**src/rtl/push_btn_bank_pkg.sv**
```systemverilog
// Shared encodings for the push-button bank: opcodes, edge-qualification modes, controller states.
package push_btn_bank_pkg;

  localparam logic [3:0] OP_NOP = 4'h0;
  localparam logic [3:0] OP_RBS = 4'h1;
  localparam logic [3:0] OP_RAS = 4'h2;
  localparam logic [3:0] OP_SEM = 4'h3;
  localparam logic [3:0] OP_CLR = 4'h4;

  localparam logic [1:0] MODE_PRESS   = 2'b00;
  localparam logic [1:0] MODE_RELEASE = 2'b01;
  localparam logic [1:0] MODE_BOTH    = 2'b10;
  localparam logic [1:0] MODE_LEVEL   = 2'b11;

  typedef enum logic {
    ST_READY = 1'b0,
    ST_ERROR = 1'b1
  } state_e;

  // Edge event that a channel in the given mode latches into its sticky bit.
  function automatic logic qualify(input logic [1:0] mode, input logic rise, input logic fall);
    logic hit;
    case (mode)
      MODE_PRESS:   hit = rise;
      MODE_RELEASE: hit = fall;
      MODE_BOTH:    hit = rise | fall;
      default:      hit = 1'b0;
    endcase
    return hit;
  endfunction

endpackage

```
**src/rtl/push_btn_bank_btn_debounce.sv**
```systemverilog
// One button channel: two-flop synchroniser, stability counter, debounced level and registered edge pulses.
module btn_debounce #(
  parameter int DebounceCycles = 16,
  parameter int CntWidth       = 16
) (
  input  logic clk_i,
  input  logic rst_i,
  input  logic en_i,
  input  logic raw_i,
  output logic stable_o,
  output logic rise_o,
  output logic fall_o
);

  localparam logic [CntWidth-1:0] CntLast = CntWidth'(DebounceCycles - 1);

  logic [1:0]          sync_q, sync_d;
  logic [CntWidth-1:0] cnt_q, cnt_d;
  logic                stable_q, stable_d;
  logic                rise_q, rise_d;
  logic                fall_q, fall_d;

  // With en_i low every register holds, freezing the channel.
  always_comb begin
    sync_d   = sync_q;
    cnt_d    = cnt_q;
    stable_d = stable_q;
    rise_d   = rise_q;
    fall_d   = fall_q;
    if (en_i) begin
      sync_d = {sync_q[0], raw_i};
      rise_d = 1'b0;
      fall_d = 1'b0;
      if (sync_q[1] == stable_q) begin
        cnt_d = '0;
      end else if (cnt_q == CntLast) begin
        stable_d = sync_q[1];
        cnt_d    = '0;
        rise_d   = sync_q[1];
        fall_d   = ~sync_q[1];
      end else begin
        cnt_d = cnt_q + CntWidth'(1);
      end
    end else begin
      sync_d = sync_q;
    end
  end

  always_ff @(posedge clk_i) begin
    if (rst_i) begin
      sync_q   <= 2'b00;
      cnt_q    <= '0;
      stable_q <= 1'b0;
      rise_q   <= 1'b0;
      fall_q   <= 1'b0;
    end else begin
      sync_q   <= sync_d;
      cnt_q    <= cnt_d;
      stable_q <= stable_d;
      rise_q   <= rise_d;
      fall_q   <= fall_d;
    end
  end

  assign stable_o = stable_q;
  assign rise_o   = rise_q;
  assign fall_o   = fall_q;

endmodule

```
**src/rtl/push_btn_bank.sv**
```systemverilog
// Multi-channel push-button controller: per-channel debouncers, sticky event bits, instruction decode and error lock.
module push_btn_bank
  import push_btn_bank_pkg::*;
#(
  parameter int Channels       = 4,
  parameter int DebounceCycles = 16,
  parameter int CntWidth       = 16
) (
  input  logic                clock,
  input  logic                reset,
  input  logic [11:0]         inst,
  input  logic                inst_en,
  input  logic [Channels-1:0] buttons,
  output logic                button_status,
  output logic [Channels-1:0] status_vec,
  output logic                error
);

  localparam logic [7:0] LegalMask = 8'((9'd1 << Channels) - 9'd1);

  state_e                    state_q, state_d;
  logic                      bs_q, bs_d;
  logic [Channels-1:0]       vec_q, vec_d;
  logic                      err_q, err_d;
  logic [Channels-1:0]       sticky_q, sticky_d;
  logic [Channels-1:0][1:0]  mode_q, mode_d;

  logic [Channels-1:0] stable_s, rise_s, fall_s;
  logic [Channels-1:0] ch_oh_s, level_s, clr_s, mask_s;
  logic                bad_ch_s, bad_mask_s, fail_s, run_s;

  assign run_s      = (state_q == ST_READY);
  assign bad_ch_s   = ({29'd0, inst[2:0]} >= 32'(Channels));
  assign bad_mask_s = |(inst[7:0] & ~LegalMask);
  assign mask_s     = inst[Channels-1:0];

  for (genvar g = 0; g < Channels; g++) begin : g_deb
    btn_debounce #(
      .DebounceCycles(DebounceCycles),
      .CntWidth      (CntWidth)
    ) u_deb (
      .clk_i   (clock),
      .rst_i   (reset),
      .en_i    (run_s),
      .raw_i   (buttons[g]),
      .stable_o(stable_s[g]),
      .rise_o  (rise_s[g]),
      .fall_o  (fall_s[g])
    );
  end

  // Channel select and LEVEL-mode flags.
  always_comb begin
    ch_oh_s = '0;
    level_s = '0;
    for (int c = 0; c < Channels; c++) begin
      ch_oh_s[c] = (inst[2:0] == 3'(c));
      level_s[c] = (mode_q[c] == MODE_LEVEL);
    end
  end

  // Decode, state machine and sticky update; a qualified edge wins over a same-cycle clear.
  always_comb begin
    state_d  = state_q;
    bs_d     = bs_q;
    vec_d    = vec_q;
    err_d    = err_q;
    mode_d   = mode_q;
    sticky_d = sticky_q;
    clr_s    = '0;
    fail_s   = 1'b0;
    if (state_q == ST_READY) begin
      if (inst_en) begin
        case (inst[11:8])
          OP_NOP: fail_s = 1'b0;
          OP_RBS: begin
            if (bad_ch_s) begin
              fail_s = 1'b1;
            end else begin
              bs_d  = |(sticky_q & ch_oh_s);
              clr_s = ch_oh_s & ~level_s;
            end
          end
          OP_RAS: begin
            if (bad_mask_s) begin
              fail_s = 1'b1;
            end else begin
              vec_d = sticky_q & mask_s;
              bs_d  = |(sticky_q & mask_s);
              clr_s = mask_s & ~level_s;
            end
          end
          OP_SEM: begin
            if (bad_ch_s) begin
              fail_s = 1'b1;
            end else begin
              clr_s = ch_oh_s;
              for (int c = 0; c < Channels; c++) begin
                if (ch_oh_s[c]) begin
                  mode_d[c] = inst[5:4];
                end else begin
                  mode_d[c] = mode_q[c];
                end
              end
            end
          end
          OP_CLR:  clr_s  = '1;
          default: fail_s = 1'b1;
        endcase
      end else begin
        fail_s = 1'b0;
      end
      if (fail_s) begin
        state_d = ST_ERROR;
        bs_d    = 1'b0;
        vec_d   = '0;
        err_d   = 1'b1;
      end else begin
        state_d = ST_READY;
      end
      for (int c = 0; c < Channels; c++) begin
        if (level_s[c]) begin
          sticky_d[c] = stable_s[c] & ~clr_s[c];
        end else begin
          sticky_d[c] = qualify(mode_q[c], rise_s[c], fall_s[c]) | (sticky_q[c] & ~clr_s[c]);
        end
      end
    end else begin
      state_d = ST_ERROR;
    end
  end

  always_ff @(posedge clock) begin
    if (reset) begin
      state_q  <= ST_READY;
      bs_q     <= 1'b0;
      vec_q    <= '0;
      err_q    <= 1'b0;
      sticky_q <= '0;
      mode_q   <= {Channels{MODE_PRESS}};
    end else begin
      state_q  <= state_d;
      bs_q     <= bs_d;
      vec_q    <= vec_d;
      err_q    <= err_d;
      sticky_q <= sticky_d;
      mode_q   <= mode_d;
    end
  end

  assign button_status = bs_q;
  assign status_vec    = vec_q;
  assign error         = err_q;

endmodule

```
**config.mk**
```make
export PLATFORM = sky130hd
export DESIGN_NAME = push_btn_bank
export DESIGN_NICKNAME = d
export VERILOG_FILES = /design/src/rtl/push_btn_bank_pkg.sv /design/src/rtl/push_btn_bank_btn_debounce.sv /design/src/rtl/push_btn_bank.sv
export SDC_FILE = /design/constraint.sdc
export NUM_CORES = 1
export LEC_CHECK = 0
export ABC_AREA = 1
export CAP_MARGIN = 20
export CORE_ASPECT_RATIO = 1.2
export CORE_MARGIN = 4
export CORE_UTILIZATION = 28
export CTS_CLUSTER_SIZE = 40
export DETAILED_ROUTE_END_ITERATION = 10
export HOLD_SLACK_MARGIN = 0.1
export MAX_ROUTING_LAYER = met4
export SETUP_SLACK_MARGIN = 0.5
export SLEW_MARGIN = 20
export SYNTH_ARGS = -nofsm -noshare
export SYNTH_HDL_FRONTEND = slang
export SYNTH_SLANG_ARGS = --single-unit
```
**constraint.sdc**
```tcl
create_clock -name clock -period 1.36 [get_ports clock]
set_input_delay 0.272 -clock clock [delete_from_list [all_inputs] [get_ports clock]]
set_output_delay 0.272 -clock clock [all_outputs]
set_load 0.005 [all_outputs]
```
* Word-level counts from Yosys, hierarchy flattened *
Index checks and enable logic that the tools add are counted.

storage, ports and cells
  memory bits (read-only) = 0
  register bits = 103
  input port bits = 19
  memories kept = 0
  bits in writable memories = 0
  output and inout bits = 6
  bits in latches = 0
  logic and storage cells = 186

cells by class
  reduce and logical (&&, ||, !) cells = 25
  shift-type cells = 0
  add/sub/neg operators = 4
  equality and inequality tests = 30
  multipliers = 0
  bitwise operators = 35
  magnitude comparators = 1
  div/mod/pow operators = 0
  multiplexer cells = 62

operators with widths
  cell                                             number
  two-way mux 16 bit                               8
  adder 16 x 1 -> 16 bit (second input constant)   4
  == test 16 x 4 -> 1 bit (second input constant)  4
  two-way mux 1 bit                                38
  two-way mux 4 bit                                9
  AND reduction 5 bit                              5
  bitwise AND 4 bit                                4
  == test 2 bit (second input constant)            8
  one-hot mux 4 bit (4 select lines)               1
  one-hot mux 1 bit (3 select lines)               5
  inverter 1 bit                                   14
  AND reduction 3 bit                              4
  OR reduction 4 bit                               3
  bitwise AND 1 bit                                8
  == test 2 x 1 -> 1 bit (second input constant)   4
  == test 4 x 2 -> 1 bit (second input constant)   2
  zero test 2 bit                                  4
  bitwise OR 1 bit                                 8
  == test 3 x 2 -> 1 bit (second input constant)   2
  != test 3 bit (second input constant)            2
  == test 1 bit                                    4
  == test 4 x 1 -> 1 bit (second input constant)   1
  == test 4 x 3 -> 1 bit (second input constant)   1
  zero test 4 bit                                  1
  other kinds (11)                                 13

* Depth between registers and ports, before layout *
  depth after elaboration = 11
  depth in mapped cells = 12
  gate-level depth less buffers = 12

* Hierarchy *
Synthesis repeated with hierarchy kept, for this count alone.

second synthesis, totals
  cell total of the unflattened synthesis = 992
  area, all modules = 6416.2 sq um

by module, submodules not included
  module         area an instance (sq um)  times used  sequential area each (sq um)  cells each
  btn_debounce   1296.2                    4           420.4                         198
  push_btn_bank  1231.2                    1           380.4                         200

* Least setup slack after synthesis *
No wires, ideal clock.

  kind = reg-to-reg
  start = reg g_deb[0].u_deb.cnt_q[0]
  end = reg g_deb[0].u_deb.cnt_q[0]
  period minus slack after synthesis = 1490 ps
  cell stages (with the launch flop) = 9
  data required time = 1245 ps
  path slack = -130 ps
  arrival time = 1375 ps
  cell sequence = dfxtp_1 > ha_1 > nand3_1 > nor4_2 > nand2_1 > nand2_1 > inv_2 > buf_4 > o21a_1

on the way
  longest elaborated chain between the ends = 3
  elaborated cells between the ends (all ways) = 4
  those cells by class = 1 x add/sub; 1 x eq/ne; 2 x mux

RTL lines
  item                                                               line                                                                RTL
  start, declared                                                    push_btn_bank_btn_debounce.sv:18                                    logic [CntWidth-1:0] cnt_q, cnt_d;
  start signal, assigned                                             push_btn_bank_btn_debounce.sv:58                                    cnt_q <= cnt_d;
  adder 16 x 1 -> 16 bit or == test 16 x 4 -> 1 bit (tied branches)  push_btn_bank_btn_debounce.sv:42, push_btn_bank_btn_debounce.sv:36
  two-way mux 16 bit (*)                                             push_btn_bank_btn_debounce.sv:36                                    end else if (cnt_q == CntLast) begin
  two-way mux 16 bit (*)                                             push_btn_bank_btn_debounce.sv:34                                    if (sync_q[1] == stable_q) begin

Every way passes the cells marked *; elsewhere a longest branch is shown, timed or not.
A chain may end at the register's enable or synchronous reset.

* Worst setup path in the final report *
  start = reg g_deb[3].u_deb.cnt_q[0]
  end = reg g_deb[3].u_deb.cnt_q[5]

on the way
  longest elaborated chain between the ends = 3
  elaborated cells between the ends (all ways) = 4
  those cells by class = 1 x add/sub; 1 x eq/ne; 2 x mux

RTL lines
  item                                                               line
  start, declared                                                    push_btn_bank_btn_debounce.sv:18
  start signal, assigned                                             push_btn_bank_btn_debounce.sv:58
  adder 16 x 1 -> 16 bit or == test 16 x 4 -> 1 bit (tied branches)  push_btn_bank_btn_debounce.sv:42, push_btn_bank_btn_debounce.sv:36
  two-way mux 16 bit (*)                                             push_btn_bank_btn_debounce.sv:36
  two-way mux 16 bit (*)                                             push_btn_bank_btn_debounce.sv:34

Marked as above.

==> reports/qor_table.md <==
| Group | Item | Value |
|---|---|---|
| sta | Setup repair after global routing missed its margin | true |
| sta | Transition time at the pin with the least slew margin | 0.408 ns |
| run | Count of max-cap constraint violations | 0 |
| detailed routing | Antenna-violating nets left | 0 |
| detailed routing | Drt via density | 4.76 |
| cts | # H-tree levels | 3 |
| detailed routing | Metal-1 WL | 7660 microns |
| placement | PortBufs | 24 |
| power and ir drop | PD cells | 730 mW/mm^2 |
| power and ir drop | P_leak | 3.83 nW |
| final layout | N_diodes | 0 |
| placement | Post-detail-place hpwl | 10,300 microns |
| yosys | Xor and xnor fraction of the mapped netlist area | 0.0109 |
| sta | Final count of pins violating max slew | 0 |
| critical path | Critical path data required time | 1.63 ns |
| detailed routing | Routed WL | 17,500 microns |
| yosys | Syn. warnings | 0 |
| final layout | Ratio of cells with drive above 1 in the final layout | 0.478 |
| cts | Clock net sink count | 103 |
| final layout | Fin area | 0.00957 sq mm |
| sta | Final period util | 1.14 |
| sta | Endpoints failing hold | 0 |
| detailed routing | Total via count in the routed design | 6,465 |
| sta | Setup WS post-layout | -0.190 ns |
| cts | Insertion delay of the later-clocked pin in the worst-skew pair | 0.34 ns |
| detailed routing | DR WL met2 | 8800 microns |
| yosys | Combinational family with the most area after synthesis | simple AND/OR/NAND/NOR gates |
| placement | Standard cell area after detailed placement | 0.00757 sq mm |
| critical path | Worst Setup Start Kind | flop |
| final layout | Syn-to-layout area delta | 70.3% |
| yosys | Number of instances in the synthesized netlist | 876 |
| sta | Final-report setup violation count | 61 |
| placement | GP Congestion | 0.849 |
| sta | Maximum frequency from static timing analysis | 0.645 GHz |
| cts | Clock Root Buffer | sky130_fd_sc_hd__clkbuf_16 |
| critical path | Critical path data arrival time | 1.82 ns |
| detailed routing | Met3 Routed Length | 554 microns |
| detailed routing | Drc violations | 0 |
| yosys | Count of distinct cell types in the synthesized netlist | 35 |
| placement | Worst Setup Slack post-DPL | -0.476 ns |
| power and ir drop | Maximum resistive drop on vdd | 0.000609 V |
| die | Horizontal die dimension | 137 microns |
| cts | Maximum buffer depth of the clock tree | 2 |
| die | Chip Height | 163 microns |
| global route | Wire length of the first global-routing pass | 27,800 microns |
| detailed routing | Top routing layer used | met4 |
| detailed routing | Mean routed wirelength per cell | 12.9 microns |
| yosys | Post-Synth Adder-Cell Area | 0.00891 |
| final layout | Layout Nets | 1,116 |
| yosys | Synthesized-area fraction occupied by and/or/nand/nor cells | 0.350 |
| global route | Number of antenna violations at the first check in global routing | 0 |
| sta | Fin Clk Skew | 0.00789 ns |
| yosys | Number of register bits inferred by synthesis | 103 |
| sta | Minimum clock period | 1.55 ns |
| global route | GRT Overall Usage | 0.155 |
| yosys | Area of the mapped netlist | 0.00562 sq mm |
| cts | Number of buffers created by CTS | 9 |
| min path | Hold/Removal Path Class | input port to flop |
| cts | TritonCTS clock tree | done |
| yosys | Mean cell area of the mapped netlist | 6.41 sq um |
| yosys | Complex-gate fraction of the synthesized area | 0.166 |
| detailed routing | First drt pass iteration count | 4 |
| critical path | Max FO, Critical Path | 5 |
| final layout | Number of fill cells | 1,813 |
| global route | Total grt overflow | 0 |
| final layout | Commonest cells after routing, fill and taps aside | sky130_fd_sc_hd__nand2_1, sky130_fd_sc_hd__buf_4, sky130_fd_sc_hd__inv_1, sky130_fd_sc_hd__dfxtp_1, sky130_fd_sc_hd__nor2_1 |
| die | Initial Utilization | 0.286 |
| die | Number of primary I/O pins | 25 |
| critical path | Critical path endpoint category | flop |
| critical path | Critical Setup Path Class | flop to flop |
| outcome | Result of the run | complete, but fails checks |
| sta | Worst relative slew slack | 0.726 |
| detailed routing | Iteration-0 DRC Markers | 256 |
| global route | Number of global-route vias before repair | 6,053 |
| yosys | Sequential fraction of the synthesis area | 0.367 |
| yosys | Portion of netlist area occupied by mux cells | 0 |
| die | Core Region | 0.0196 sq mm |
| global route | Pin count of the biggest net entering global routing | 47 |
| die | Full die area | 0.0224 sq mm |
| final layout | Most common library cell in the layout ignoring fill and taps | sky130_fd_sc_hd__nand2_1 |
| cts | Clock-pin slew reported for the worst setup and hold paths after clock tree synthesis | 0.07 ns |
| die | Std-Cell Rows | 56 |
| yosys | Net count after synthesis | 899 |
| outcome | Violations in the final reports | negative setup slack |
-- critical path, stage by stage, from the launching register on --
cell                        delay [ns]
sky130_fd_sc_hd__dfxtp_4          0.36
sky130_fd_sc_hd__ha_4             0.17
sky130_fd_sc_hd__nand2_4          0.07
sky130_fd_sc_hd__inv_4            0.04
sky130_fd_sc_hd__nand2_4          0.06
sky130_fd_sc_hd__nor2_4           0.04
sky130_fd_sc_hd__buf_6            0.12
sky130_fd_sc_hd__a21oi_4          0.24
sky130_fd_sc_hd__clkbuf_16        0.20
sky130_fd_sc_hd__nand3_2          0.05
sky130_fd_sc_hd__a21oi_1          0.14
-- registers in the layout, indices dropped and copies added (netlist names) --
name and flops:
status_vec 4, g_deb.u_deb.cnt_q 64, g_deb.u_deb.stable_o 4, g_deb.u_deb.rise_o 4, mode_q 8, error 1
sticky_q 4, button_status 1, g_deb.u_deb.fall_o 4, state_q 1, g_deb.u_deb.sync_q 8
-- per-layer routing --
| layer | track usage | vias to the layer above |
|---|---|---|
| met3 | 0.0166 | 27 |
| met4 | 0.0481 | 0 |
| li1 | - | 3300 |
| met5 | - | - |
| met1 | 0.185 | 3028 |
| met2 | 0.272 | 110 |
-- per-stage QoR --
stage	power [mW]	std cells	util	setup TNS [ns]	hold WS, ns
floorplan	3.63	876	-	-0.282	0.407
global placement	3.98	1280	0.386	-8.88	0.452
detailed placement	3.99	1280	0.386	-10.35	0.452
CTS	6.90	1338	0.450	-2.97	0.303
global route	7.24	1358	0.488	-10.22	0.332
finish	6.99	1358	0.488	-4.23	0.312
-- report_power, final --
group	leakage [nW]	switching, mW	internal [mW]
logic	2.83	0.618	0.600
clock network	0.143	1.17	1.47
registers	0.854	0.0614	3.06
-- path summary, 6_finish.rpt --
path	startpoint	to	slack, ns	depth (start not counted)
worst max-delay path	g_deb[3].u_deb.cnt_q[0]$_SDFFE_PP0N_	g_deb[3].u_deb.cnt_q[5]$_SDFFE_PP0N_	-0.19	10
worst min register to register	g_deb[0].u_deb.rise_o$_SDFFE_PP0N_	g_deb[0].u_deb.rise_o$_SDFFE_PP0N_	0.47	2
worst max register to register	g_deb[3].u_deb.cnt_q[0]$_SDFFE_PP0N_	g_deb[3].u_deb.cnt_q[5]$_SDFFE_PP0N_	-0.19	10
worst min-delay path	reset	g_deb[3].u_deb.cnt_q[11]$_SDFFE_PP0N_	0.31	4
-- kinds of logic after synthesis --
| group | count (synthesis) |
|---|---|
| and+or+nand+nor | 454 |
| AOI/OAI and AO/OA | 172 |
| buffers and inverters | 136 |
| DFF | 103 |
| xor gates and xnor gates | 7 |
| adders and majority gates | 4 |
-- layout make-up --
cell class | count | area, sq um | area share
Multi-Input combinational cell | 637 | 4140 | 0.433
Sequential cell | 103 | 2140 | 0.224
Timing Repair Buffer | 233 | 2180 | 0.228
Tap cell | 261 | 327 | 0.0341
Inverter | 107 | 469 | 0.0490
Clock inverter | 3 | 43.8 | 0.00458
Clock buffer | 12 | 246 | 0.0258
Timing Repair inverter | 2 | 22.5 | 0.00235
-- synth_stat cells --
| cell | count | area (sq um) |
|---|---|---|
| sky130_fd_sc_hd__o211a_1 | 4 | 40.0 |
| sky130_fd_sc_hd__o21ai_2 | 1 | 8.76 |
| sky130_fd_sc_hd__or2_0 | 1 | 6.26 |
| sky130_fd_sc_hd__nor3_1 | 4 | 20.0 |
| sky130_fd_sc_hd__nor2_4 | 3 | 33.8 |
| sky130_fd_sc_hd__buf_6 | 3 | 33.8 |
| sky130_fd_sc_hd__clkbuf_1 | 19 | 71.3 |
| sky130_fd_sc_hd__o21a_1 | 1 | 7.51 |
| sky130_fd_sc_hd__ha_1 | 4 | 50.1 |
| sky130_fd_sc_hd__nor3_2 | 1 | 10.0 |
| sky130_fd_sc_hd__dfxtp_1 | 103 | 2060 |
| sky130_fd_sc_hd__a21oi_4 | 2 | 32.5 |
| sky130_fd_sc_hd__a31oi_1 | 1 | 6.26 |
| sky130_fd_sc_hd__nand3_2 | 1 | 10.0 |
| sky130_fd_sc_hd__or2_1 | 1 | 6.26 |
| sky130_fd_sc_hd__nand3_1 | 65 | 325 |
| sky130_fd_sc_hd__nand2_1 | 230 | 863 |
| sky130_fd_sc_hd__nand4_1 | 26 | 163 |
| sky130_fd_sc_hd__nand2_2 | 5 | 31.3 |
| sky130_fd_sc_hd__buf_4 | 3 | 22.5 |
| sky130_fd_sc_hd__inv_2 | 6 | 22.5 |
| sky130_fd_sc_hd__nor2_1 | 103 | 387 |
| sky130_fd_sc_hd__a21oi_1 | 83 | 415 |
| sky130_fd_sc_hd__buf_1 | 2 | 7.51 |
| sky130_fd_sc_hd__o21ai_1 | 9 | 45.0 |
| sky130_fd_sc_hd__xor2_1 | 7 | 61.3 |
| sky130_fd_sc_hd__inv_1 | 101 | 379 |
| sky130_fd_sc_hd__o21ai_0 | 62 | 310 |
| sky130_fd_sc_hd__nand4_2 | 2 | 25.0 |
| sky130_fd_sc_hd__a211oi_1 | 9 | 67.6 |
| sky130_fd_sc_hd__nor2_2 | 7 | 43.8 |
| sky130_fd_sc_hd__nor4_2 | 1 | 12.5 |
| sky130_fd_sc_hd__buf_2 | 2 | 10.0 |
| sky130_fd_sc_hd__nand3b_1 | 3 | 22.5 |
| sky130_fd_sc_hd__nor4_1 | 1 | 6.26 |
-- repair_timing --
| item | CTS | global route |
|---|---|---|
| pin swaps | 83 | 78 |
| endpoints found under the hold margin | 0 | 0 |
| gates cloned | 7 | 1 |
| resized for setup | 229 | 148 |
| setup buffers | 36 | 19 |
| endpoints found under the setup margin | 109 | 109 |
| hold buffers | 0 | 0 |
No activity file was read; power rests on OpenSTA's default activity.
